**config.mk**
```make
export PLATFORM = sky130hd
export DESIGN_NAME = regbank_write_sequencer
export DESIGN_NICKNAME = d
export VERILOG_FILES = /design/src/rtl/regbank_pkg.sv /design/src/rtl/rr_arb2.sv /design/src/rtl/regbank_write_sequencer.sv
export SDC_FILE = /design/constraint.sdc
export NUM_CORES = 1
export LEC_CHECK = 0
export CAP_MARGIN = 20
export CORE_MARGIN = 2
export CORE_UTILIZATION = 42
export CTS_CLUSTER_DIAMETER = 50
export DETAILED_ROUTE_END_ITERATION = 16
export PLACE_DENSITY = 0.95
export SYNTH_ARGS = -nofsm -noshare
export SYNTH_HDL_FRONTEND = slang
export SYNTH_SLANG_ARGS = --single-unit
```
**constraint.sdc**
```tcl
create_clock -name clock -period 3.55 [get_ports clock]
set_input_delay 0.355 -clock clock [delete_from_list [all_inputs] [get_ports clock]]
set_output_delay 0.355 -clock clock [all_outputs]
set_load 0.01 [all_outputs]
```
**src/rtl/regbank_pkg.sv**
```systemverilog
// Shared constants and types for the register-bank write sequencer.
package regbank_pkg;

    localparam int unsigned NUM_REGS = 32;
    localparam int unsigned ADDR_W   = 5;
    localparam int unsigned DATA_W   = 32;

    typedef enum logic {
        StInit,
        StRun
    } state_e;

    localparam int unsigned PORT_WB  = 0;
    localparam int unsigned PORT_DBG = 1;

endpackage

```
**src/rtl/rr_arb2.sv**
```systemverilog
// Two-requester round-robin arbiter with a registered priority pointer.
module rr_arb2
    import regbank_pkg::*;
(
    input  logic       clk_i,
    input  logic       rst_i,
    input  logic [1:0] req_i,
    input  logic       en_i,
    output logic [1:0] grant_o
);

    logic ptr_q, ptr_d;

    always_comb begin
        grant_o = 2'b00;
        if (en_i) begin
            unique case (req_i)
                2'b01:   grant_o = 2'b01;
                2'b10:   grant_o = 2'b10;
                2'b11:   grant_o = ptr_q ? 2'b10 : 2'b01;
                default: grant_o = 2'b00;
            endcase
        end

        // Priority passes to the port that did not just win.
        ptr_d = ptr_q;
        if (grant_o[PORT_WB]) begin
            ptr_d = 1'b1;
        end else if (grant_o[PORT_DBG]) begin
            ptr_d = 1'b0;
        end
    end

    always_ff @(posedge clk_i or posedge rst_i) begin
        if (rst_i) begin
            ptr_q <= 1'b0;
        end else begin
            ptr_q <= ptr_d;
        end
    end

endmodule

```
**src/rtl/regbank_write_sequencer.sv**
```systemverilog
// Owns the register bank write port: zero-clears every register after reset,
// then arbitrates writeback and debug writes onto the port.
module regbank_write_sequencer #(
    parameter int unsigned NUM_REGS     = regbank_pkg::NUM_REGS,
    parameter int unsigned ADDR_W       = regbank_pkg::ADDR_W,
    parameter int unsigned DATA_W       = regbank_pkg::DATA_W,
    parameter bit          ZERO_PROTECT = 1'b1
) (
    input  logic              clock,
    input  logic              reset,
    input  logic [1:0]        req_valid,
    input  logic [ADDR_W-1:0] req_addr0,
    input  logic [ADDR_W-1:0] req_addr1,
    input  logic [DATA_W-1:0] req_data0,
    input  logic [DATA_W-1:0] req_data1,
    output logic [1:0]        req_ready,
    output logic [ADDR_W-1:0] rb_write_addr,
    output logic [DATA_W-1:0] rb_write_data,
    output logic              rb_reg_write,
    output logic              init_done
);
    import regbank_pkg::*;

    // Counter runs one past the last address so the sweep end is a plain compare.
    localparam logic [ADDR_W:0] SweepEnd = (ADDR_W + 1)'(NUM_REGS);

    state_e            state_q, state_d;
    logic [ADDR_W:0]   cnt_q, cnt_d;
    logic              we_q, we_d;
    logic [ADDR_W-1:0] addr_q, addr_d;
    logic [DATA_W-1:0] data_q, data_d;
    logic              done_q, done_d;

    logic [1:0]        grant;
    logic [ADDR_W-1:0] sel_addr;
    logic [DATA_W-1:0] sel_data;

    rr_arb2 u_arb (
        .clk_i   (clock),
        .rst_i   (reset),
        .req_i   (req_valid),
        .en_i    (state_q == StRun),
        .grant_o (grant)
    );

    assign sel_addr = grant[PORT_DBG] ? req_addr1 : req_addr0;
    assign sel_data = grant[PORT_DBG] ? req_data1 : req_data0;

    always_comb begin
        state_d = state_q;
        cnt_d   = cnt_q;
        we_d    = 1'b0;
        addr_d  = addr_q;
        data_d  = data_q;
        done_d  = done_q;

        case (state_q)
            StInit: begin
                if (cnt_q == SweepEnd) begin
                    state_d = StRun;
                    done_d  = 1'b1;
                end else begin
                    we_d   = 1'b1;
                    addr_d = cnt_q[ADDR_W-1:0];
                    data_d = '0;
                    cnt_d  = cnt_q + 1'b1;
                end
            end
            StRun: begin
                if (|grant) begin
                    addr_d = sel_addr;
                    data_d = sel_data;
                    we_d   = !(ZERO_PROTECT && (sel_addr == '0));
                end
            end
            default: state_d = StInit;
        endcase
    end

    always_ff @(posedge clock or posedge reset) begin
        if (reset) begin
            state_q <= StInit;
            cnt_q   <= '0;
            we_q    <= 1'b0;
            addr_q  <= '0;
            data_q  <= '0;
            done_q  <= 1'b0;
        end else begin
            state_q <= state_d;
            cnt_q   <= cnt_d;
            we_q    <= we_d;
            addr_q  <= addr_d;
            data_q  <= data_d;
            done_q  <= done_d;
        end
    end

    assign req_ready     = grant;
    assign rb_write_addr = addr_q;
    assign rb_write_data = data_q;
    assign rb_reg_write  = we_q;
    assign init_done     = done_q;

endmodule

```
==> flow_summary.yaml <==
cts:
  cts_buffers: 5
  cts-resized-gates: 0
  cts_tree: "done"
  clockBufferDepth: 2
  cts_root_buffer: "clkbuf_8"
  postCtsSetupBuffers: 0
  clock_latency_ns: 0.29
  cts_num_sinks: 47
  cts_max_level: 2
  cts_hold_buf: 0
  path_clk_slew_ns: 0.08
run_status:
  outcome: "finished, final reports clean"
placed_design:
  dpl.hpwl_mm: 4.46
  dp.cells: 392
  pre_cts_slack_ns: 1.27
  io_buffers: 118
  place.gp.congestion: 0.860
synth:
  ys_seq_elements: 47
  synth_fp_nets: 300
  synthFlopType: "dfrtp_1"
  yosysTopAreaCell: "dfrtp_1"
  yosysSeqAreaShare: 0.533
  ys_warn_count: 0
  synth_edf_count: 0
  synth_common_cells: "dfrtp_1 (47), nand2_1 (43), a22oi_1 (34)"
  synth-async-reset-ratio: 1.00
  yosys.cell_count.top_type: "dfrtp_1"
  synth_top_area_frac: 0.533
  synth_area_leaders: "dfrtp_1 (53%), a22oi_1 (12%), nand2_1 (7.3%)"
  synth_cell_type_count: 33
  synth_area_mm2: 0.00221
  synth.avg_cell_area_um2: 10.0
  synthCells: 220
timing:
  finalSetupViolations: 0
  relSlewSlack: 0.506
  period_share: 0.649
  holdWs_ns: 0.364
  fin_ws_ns: 1.25
  fin_crit_ns: 2.30
  max_freq_ghz: 0.434
  report.final.hold_viol_count: 0
  fin_worst_skew_ns: 0.00722
  rsz0062_at_grt: "false"
  tightest_slew_ns: 0.741
  tns_ns: 0
  drv_slew: 0
grt:
  grt_pass1_wl_mm: 9.99
  grt_pass1_vias: 2092
  antenna_found_initial: 0
  grt_usage: 0.210
  grt_max_degree: 48
  overflow: 0
worst_setup_path:
  crit_path_frequent_cell: "clkdlybuf4s50_1"
  startpoint_type: "primary input"
  r2r_slack_ns: 1.53
  critPathMaxFanout: 5
  cp.arrival_ns: 1.95
  crit_family: "buffers and inverters"
  cp_slowest_stage_delay_ns: 0.59
  cp.required_ns: 3.19
  worstPathCellList: "clkdlybuf4s50_1, a21boi_2, and2_0, clkdlybuf4s50_1"
  crit_path_end_kind: "output pin"
  path_buf_inv: 2
  cpMaxStageDelayCell: "clkdlybuf4s50_1"
  critical_path_class: "in -> out"
layout:
  multi_input_area_um2: 873
  antenna_cells: 0
  regArea_mm2: 0.00118
  fillers: 422
  area_growth_pct: 57.1
  final_nets: 410
  instances_no_fill: 400
  fin_util: 0.683
  drive_above_1_share: 0.0545
drt:
  drtAntennaViolNets: 0
  vias_per_cell: 5.29
  drc_errors: 0
  vias: 2114
  firstDrtPassIters: 5
  drt_iter0_drc: 102
  wirelength_mm: 6.09
  wire_per_inst_um: 15.2
floorplan:
  dieArea_mm2: 0.00585
  io_pins: 119
  core_area_mm2: 0.00507
  num_rows: 26
  die_width_um: 76.5
  start_util: 0.435
  die_h_um: 76.5
power:
  pwr_density_cell_mw_per_mm2: 370
  peakVddDrop_v: 0.000199
  p_leak_nw: 1.38
run:
  maxCapViolCount: 0
worst_hold_path:
  hold_class: "in -> async"
==> path summary, 6_finish.rpt <==
path / start / end / depth (start not counted)
worst max register to register: state_q$_DFF_PP0_ / rb_write_data[6]$_DFFE_PP0P_ / 4
worst min-delay path: reset / rb_write_data[23]$_DFFE_PP0P_ / 2
worst max-delay path: req_valid[0] / req_ready[0] / 4
worst min register to register: rb_write_data[12]$_DFFE_PP0P_ / rb_write_data[12]$_DFFE_PP0P_ / 2
max in group asynchronous: reset / rb_write_data[20]$_DFFE_PP0P_ / 3
min in group clock: rb_write_data[12]$_DFFE_PP0P_ / rb_write_data[12]$_DFFE_PP0P_ / 2
==> layout by cell type, fill, tap and decap left out, types with 2 or more instances in the layout <==
cell type | synthesis | layout
a21oi_1 | 4 | 4
ha_1 | 2 | 2
o2111ai_1 | 2 | 2
a31oi_1 | 2 | 2
o21ai_0 | 30 | 30
buf_4 | 3 | 2
a22oi_1 | 34 | 34
clkdlybuf4s50_1 | 0 | 118
inv_2 | 1 | 2
nand3_1 | 4 | 4
or4_1 | 2 | 2
and3_1 | 2 | 2
inv_1 | 6 | 5
dfrtp_1 | 47 | 47
clkbuf_8 | 0 | 6
xnor2_1 | 4 | 4
o21ai_1 | 4 | 4
nand2_1 | 43 | 43
o221ai_1 | 2 | 2
==> final cells by class <==
cell class	count	area share
tap	70	0.0253
multi-input combinational	148	0.252
inverter	7	0.00758
sequential	47	0.339
clock inverter	1	0.00144
clock buffer	6	0.0238
timing repair buffer	121	0.351
==> worst register-to-register path, stage by stage, from the launching register on <==
cell and delay, ns:
dfrtp_1 0.49, inv_2 0.47, a31o_2 0.74, nand2_1 0.13, o21ai_0 0.11
==> flip-flops by register name (all words and copies together) (netlist names) <==
name	count
cnt_q	6
init_done	1
rb_reg_write	1
rb_write_addr	5
rb_write_data	32
state_q	1
u_arb.ptr_q	1
==> per-layer routing <==
layer / vias to the layer above / GRT usage / share of wire / routed length (um)
met1: 998 / 0.254 / 0.40 / 2460
met3: 11 / 0.0746 / 0.085 / 515
met4: 0 / 0.0509 / 0.012 / 72
met2: 102 / 0.358 / 0.50 / 3040
li1: 1003 / - / - / -
met5: - / 0 / 0 / 0
==> metrics by stage <==
step | power (mW) | area (um^2)
2_1_floorplan | 0.759 | 2210
3_3_place_gp | 0.968 | 3360
3_5_place_dp | 0.979 | 3360
4_1_cts | 1.30 | 3450
5_1_grt | 1.35 | 3470
6_report | 1.28 | 3470
==> logic make-up (layout without fill, tap and decap cells) <==
group / Yosys count / count (layout) / share of synthesized area
DFF: 47 / 47 / 0.533
and+or+nand+nor: 60 / 60 / 0.128
buffers and inverters: 25 / 135 / 0.0714
adders and majority gates: 2 / 2 / 0.0113
xor gates and xnor gates: 4 / 4 / 0.0159
AOI/OAI and AO/OA: 82 / 82 / 0.240
==> power breakdown <==
part           leakage [nW]  switching (mW)  internal, mW  total, mW
Sequential            0.567          0.0293         0.589      0.619
Combinational         0.765           0.139         0.210      0.349
Clock                0.0470           0.161         0.153      0.314
Power figures use the tool's default switching activity.
==> RTL edit 1, RTL diff (same settings) <==
Change the parameter `ZERO_PROTECT` from 1'b1 to 1'b0.
--- a/src/rtl/regbank_write_sequencer.sv
+++ b/src/rtl/regbank_write_sequencer.sv
@@ -4,7 +4,7 @@
     parameter int unsigned NUM_REGS     = regbank_pkg::NUM_REGS,
     parameter int unsigned ADDR_W       = regbank_pkg::ADDR_W,
     parameter int unsigned DATA_W       = regbank_pkg::DATA_W,
-    parameter bit          ZERO_PROTECT = 1'b1
+    parameter bit          ZERO_PROTECT = 1'b0
 ) (
     input  logic              clock,
     input  logic              reset,
Behaviour: same outputs for any inputs over 10 cycles, from zero or initial values and one cycle with reset high; that may be too few to reach the edited logic, so the function may still have changed.
==> RTL edit 1 against the original RTL <==
Sequential share of layout area shrank 4.5 points; setup slack worse by 27 ps; final cell count is 2.8% higher; global-route usage down 0.57 points; sequential power barely moved; synthesized area grew 24%; sequential cell count did not move; final area increased by 15%; routed wire length grew 17%; total power rose by 12%.
==> RTL edit 1: results (changes against the original RTL) <==
sequential area share after synthesis=42.8% (was 53.3%); Hold WC Path Type=in2async (unchanged); clk pwr=0.380 mW (was 0.314 mW); post-CTS setup buffer count=0 (unchanged); hold slack=429 ps (was 364 ps); Iteration-0 DRC Markers=76 (was 102); CP max stage cell=clkdlybuf4s50_1 (unchanged); post-synthesis async set-or-reset flop share=100% (unchanged); multiplexer share of the synthesized area=0.911% (was 0%); worst rel slew slack=44.9% (was 50.6%); max incr delay on CP=610 ps (was 590 ps); Critical R2R Capture=rb_write_data[24] (was rb_write_data[6]); synth unique cells=40 (was 33); post-route clock skew=10.8 ps (was 7.22 ps); PD cells=359 nW/um2 (was 370 nW/um2); Peak VDD IR=0.199 mV (about the same); Mapped Nets=307 (was 300); gr usage total=20.4% (was 21.0%); largest net degree at the start of global routing=48 (unchanged); crit path from=req_valid[0] (unchanged); gpl congestion=0.755 (was 0.860); area occupied by multi-input gates=1330 um2 (was 873 um2); Detailed Place HPWL=4940 um (was 4460 um); Arrival @ worst endpoint=1980 ps (was 1950 ps); first-pass GRT wire length=11900 um (was 9990 um); number of flip-flops in the largest register=32 (unchanged); crit-path max FO=9 (was 5); share of layout cells above drive strength 1=21.9% (was 5.45%); vias in the first global route=2457 (was 2092); r2r worst-path depth=6 (was 4); Fill cells=501 (was 422); Worst R2R Start=cnt_q[0] (was state_q); fin nets=413 (was 410); DR WL/cell=17.3 um (was 15.2 um); M1 WL=3080 um (was 2460 um); Compound-Gate Fraction of Synth Area=36.4% (was 24.0%); Post-synth top cells=47 x dfrtp_1, 34 x nor2_1, 26 x a211oi_2 (was 47 x dfrtp_1, 43 x nand2_1, 34 x a22oi_1); met3 wire length=456 um (was 515 um); leakage=1.47 nW (was 1.38 nW); drt first pass iters=5 (unchanged); top cells by area, synth=dfrtp_1 43%, o32ai_2 15%, a211oi_2 12%, buf_6 4.9%, nor2_1 4.6% (was dfrtp_1 53%, a22oi_1 12%, nand2_1 7.3%, o21ai_0 6.8%, buf_6 3.1%); Vias/cell=5.56 (was 5.29); status=finished, final reports clean (unchanged); placed inst area=3870 um2 (was 3360 um2); Comb power=0.437 mW (was 0.349 mW); Synth Area in XOR/XNOR=1.28% (was 1.59%); r2r setup slk=1300 ps (was 1530 ps); post-synthesis adder-cell area fraction=0.911% (was 1.13%); routed wl met2=3520 um (was 3040 um); switching power=0.375 mW (was 0.329 mW); crit path to=req_ready[1] (was req_ready[0])
RTL edit 1: cell types whose count changed after synthesis, sizes merged, moves of 3 or more:
cell    change
nand2      -42
o32ai      +35
a22oi      -34
nor2       +34
a211oi     +32
o21ai      -32
buf        +10
inv         +5
a222oi      +3
RTL edit 1: per-stage QoR:
stage | setup slack, ps | cells
global route | 1090 | 411
floorplan | 1980 | 227
detailed placement | 1210 | 402
global placement | 1180 | 402
finish | 1220 | 411
CTS | 1190 | 410
RTL edit 1: cell type report:
class	count	share of cell area (%)
Clock buffer	7	1.91
Clock inverter	1	0.750
Inverter	12	1.13
Multi-Input combinational cell	142	33.1
Sequential cell	47	29.4
Tap cell	77	2.41
Timing Repair Buffer	125	31.3
RTL edit 1: routing by layer:
metal / vias to the layer above / track usage, %
met5: - / 0
met4: 0 / 4.47
met3: 6 / 6.23
met2: 83 / 34.8
met1: 1104 / 25.6
li1: 1091 / -
RTL edit 1: critical path, delay by kind of cell:
family	cells	cell delay (ps)
buffers and inverters	2	1140
and+or+nand+nor	2	470
==> RTL edit 2, RTL diff (same settings) <==
Without the edit above. Reset style: synchronous (`reset` and `rst_i`), changed in 2 clocked blocks.
--- a/src/rtl/rr_arb2.sv
+++ b/src/rtl/rr_arb2.sv
@@ -31,7 +31,7 @@
         end
     end
 
-    always_ff @(posedge clk_i or posedge rst_i) begin
+    always_ff @(posedge clk_i) begin
         if (rst_i) begin
             ptr_q <= 1'b0;
         end else begin
--- a/src/rtl/regbank_write_sequencer.sv
+++ b/src/rtl/regbank_write_sequencer.sv
@@ -77,7 +77,7 @@
         endcase
     end
 
-    always_ff @(posedge clock or posedge reset) begin
+    always_ff @(posedge clock) begin
         if (reset) begin
             state_q <= StInit;
             cnt_q   <= '0;
Behaviour: differs if reset is asserted again (counterexample within 4 cycles, from zero or initial values and one cycle with reset high); with reset held inactive, the same outputs for 10 cycles.
==> RTL edit 2 against the original RTL <==
Routed wire length fell by 2.9%; synthesized area rose by 3.9%; sequential cell count did not move; critical endpoint is now req_ready[1]; core utilization fell by 0.68 points; setup slack got worse by 130 ps; die area rose by 3.7%; clock skew fell by 1.4 ps; final area rose by 0.90%.
Power is not compared: it rests on default switching activity, and its combinational part moved more than twofold at a synthesized area within 25%.
==> RTL edit 2: results (changes against the original RTL) <==
DR WL/cell=15.4 um (was 15.2 um); M1 WL=2470 um (was 2460 um); hold slack=470 ps (was 364 ps); fin nets=393 (was 410); Hold WC Path Type=reg2reg (was in2async); largest net degree at the start of global routing=38 (was 48); Mapped Nets=282 (was 300); Iteration-0 DRC Markers=81 (was 102); number of flip-flops in the largest register=32 (unchanged); Slew @ Worst Pin=706 ps (was 741 ps); Final Non-Filler Cells=384 (was 400); r2r setup slk=1500 ps (was 1530 ps); first-pass GRT wire length=9460 um (was 9990 um); sequential area share after synthesis=41.0% (was 53.3%); top cells by area, synth=dfxtp_1 41%, mux2i_1 15%, o2bb2ai_1 8.4%, o2bb2ai_2 6.6%, buf_12 2.6% (was dfrtp_1 53%, a22oi_1 12%, nand2_1 7.3%, o21ai_0 6.8%, buf_6 3.1%); Post-synth top cells=47 x dfxtp_1, 34 x mux2i_1, 22 x o2bb2ai_1 (was 47 x dfrtp_1, 43 x nand2_1, 34 x a22oi_1); synth unique cells=35 (was 33); drt first pass iters=4 (was 5); status=finished, final reports clean (unchanged); Arrival @ worst endpoint=2080 ps (was 1950 ps); Avg Cell Area, Syn=11.3 um2 (was 10.0 um2); crit-path max FO=20 (was 5); met3 wire length=484 um (was 515 um); post-route clock skew=5.77 ps (was 7.22 ps); vias in the first global route=1974 (was 2092); Critical R2R Capture=rb_write_addr[4] (was rb_write_data[6]); routed wl met2=2940 um (was 3040 um); post-synthesis async set-or-reset flop share=0% (was 100%); Detailed Place HPWL=4560 um (was 4460 um); Vias/cell=5.14 (was 5.29); Clock Path Buffers=2 (unchanged); number of antenna diodes=0 (unchanged); Worst R2R Start=state_q (unchanged); hold_sp=rb_write_data[25]; Hold EP=rb_write_data[25]
## RTL edit 2: routing by layer
| metal | GRT usage [%] | vias to the layer above |
|---|---|---|
| met3 | 5.47 | 2 |
| met4 | 3.39 | 0 |
| met2 | 34.1 | 85 |
| li1 | - | 968 |
| met5 | 0 | - |
| met1 | 24.1 | 920 |
## RTL edit 2: cell families after synthesis
family	after synthesis	share of synthesized area, %
AND/OR/NAND/NOR	35	10.3
buffers and inverters	24	8.84
XOR/XNOR	4	1.53
adder cells (fa/ha/maj)	2	1.09
AO/OA/AOI/OAI	56	22.4
multiplexers	34	14.8
flip-flops	47	41.0
## RTL edit 2: final cells by class
class	count	area, um2
Tap cell	70	87.6
Fill cell	399	1670
Inverter	6	22.5
Clock buffer	5	68.8
Clock inverter	3	18.8
Sequential cell	47	941
Timing Repair Buffer	122	1210
Multi-Input combinational cell	131	1150
## RTL edit 2: critical path, stage by stage, from the launching register on
cell and delay, ps:
dfxtp_1 780, nand3b_4 340, inv_1 120, clkdlybuf4s50_1 530
## RTL edit 2: power by group
part	switching [mW]	internal, mW
registers	0.00597	0.532
logic	0.0389	0.0974
clock network	0.180	0.139
total	0.225	0.768
## RTL edit 2: through the flow
stage,area [um2],power (mW),util (%),setup slack (ps)
floorplan,2290,0.587,-,2080
global placement,3410,0.683,65.9,1200
detailed placement,3410,0.687,65.9,1110
finish,3500,0.993,67.6,1120
CTS,3500,1.01,67.6,1110
global route,3500,1.04,67.6,983
## RTL edit 2: worst max path at each step
stage	startpoint	to	cells after the start
after detailed placement	req_valid[0]	rb_write_data[10]	6
final	state_q	req_ready[1]	3
after global placement	req_valid[1]	req_ready[1]	4
after global routing	state_q	req_ready[1]	3
after CTS	state_q	req_ready[1]	3
after floorplan	cnt_q[0]	rb_write_data[10]	8
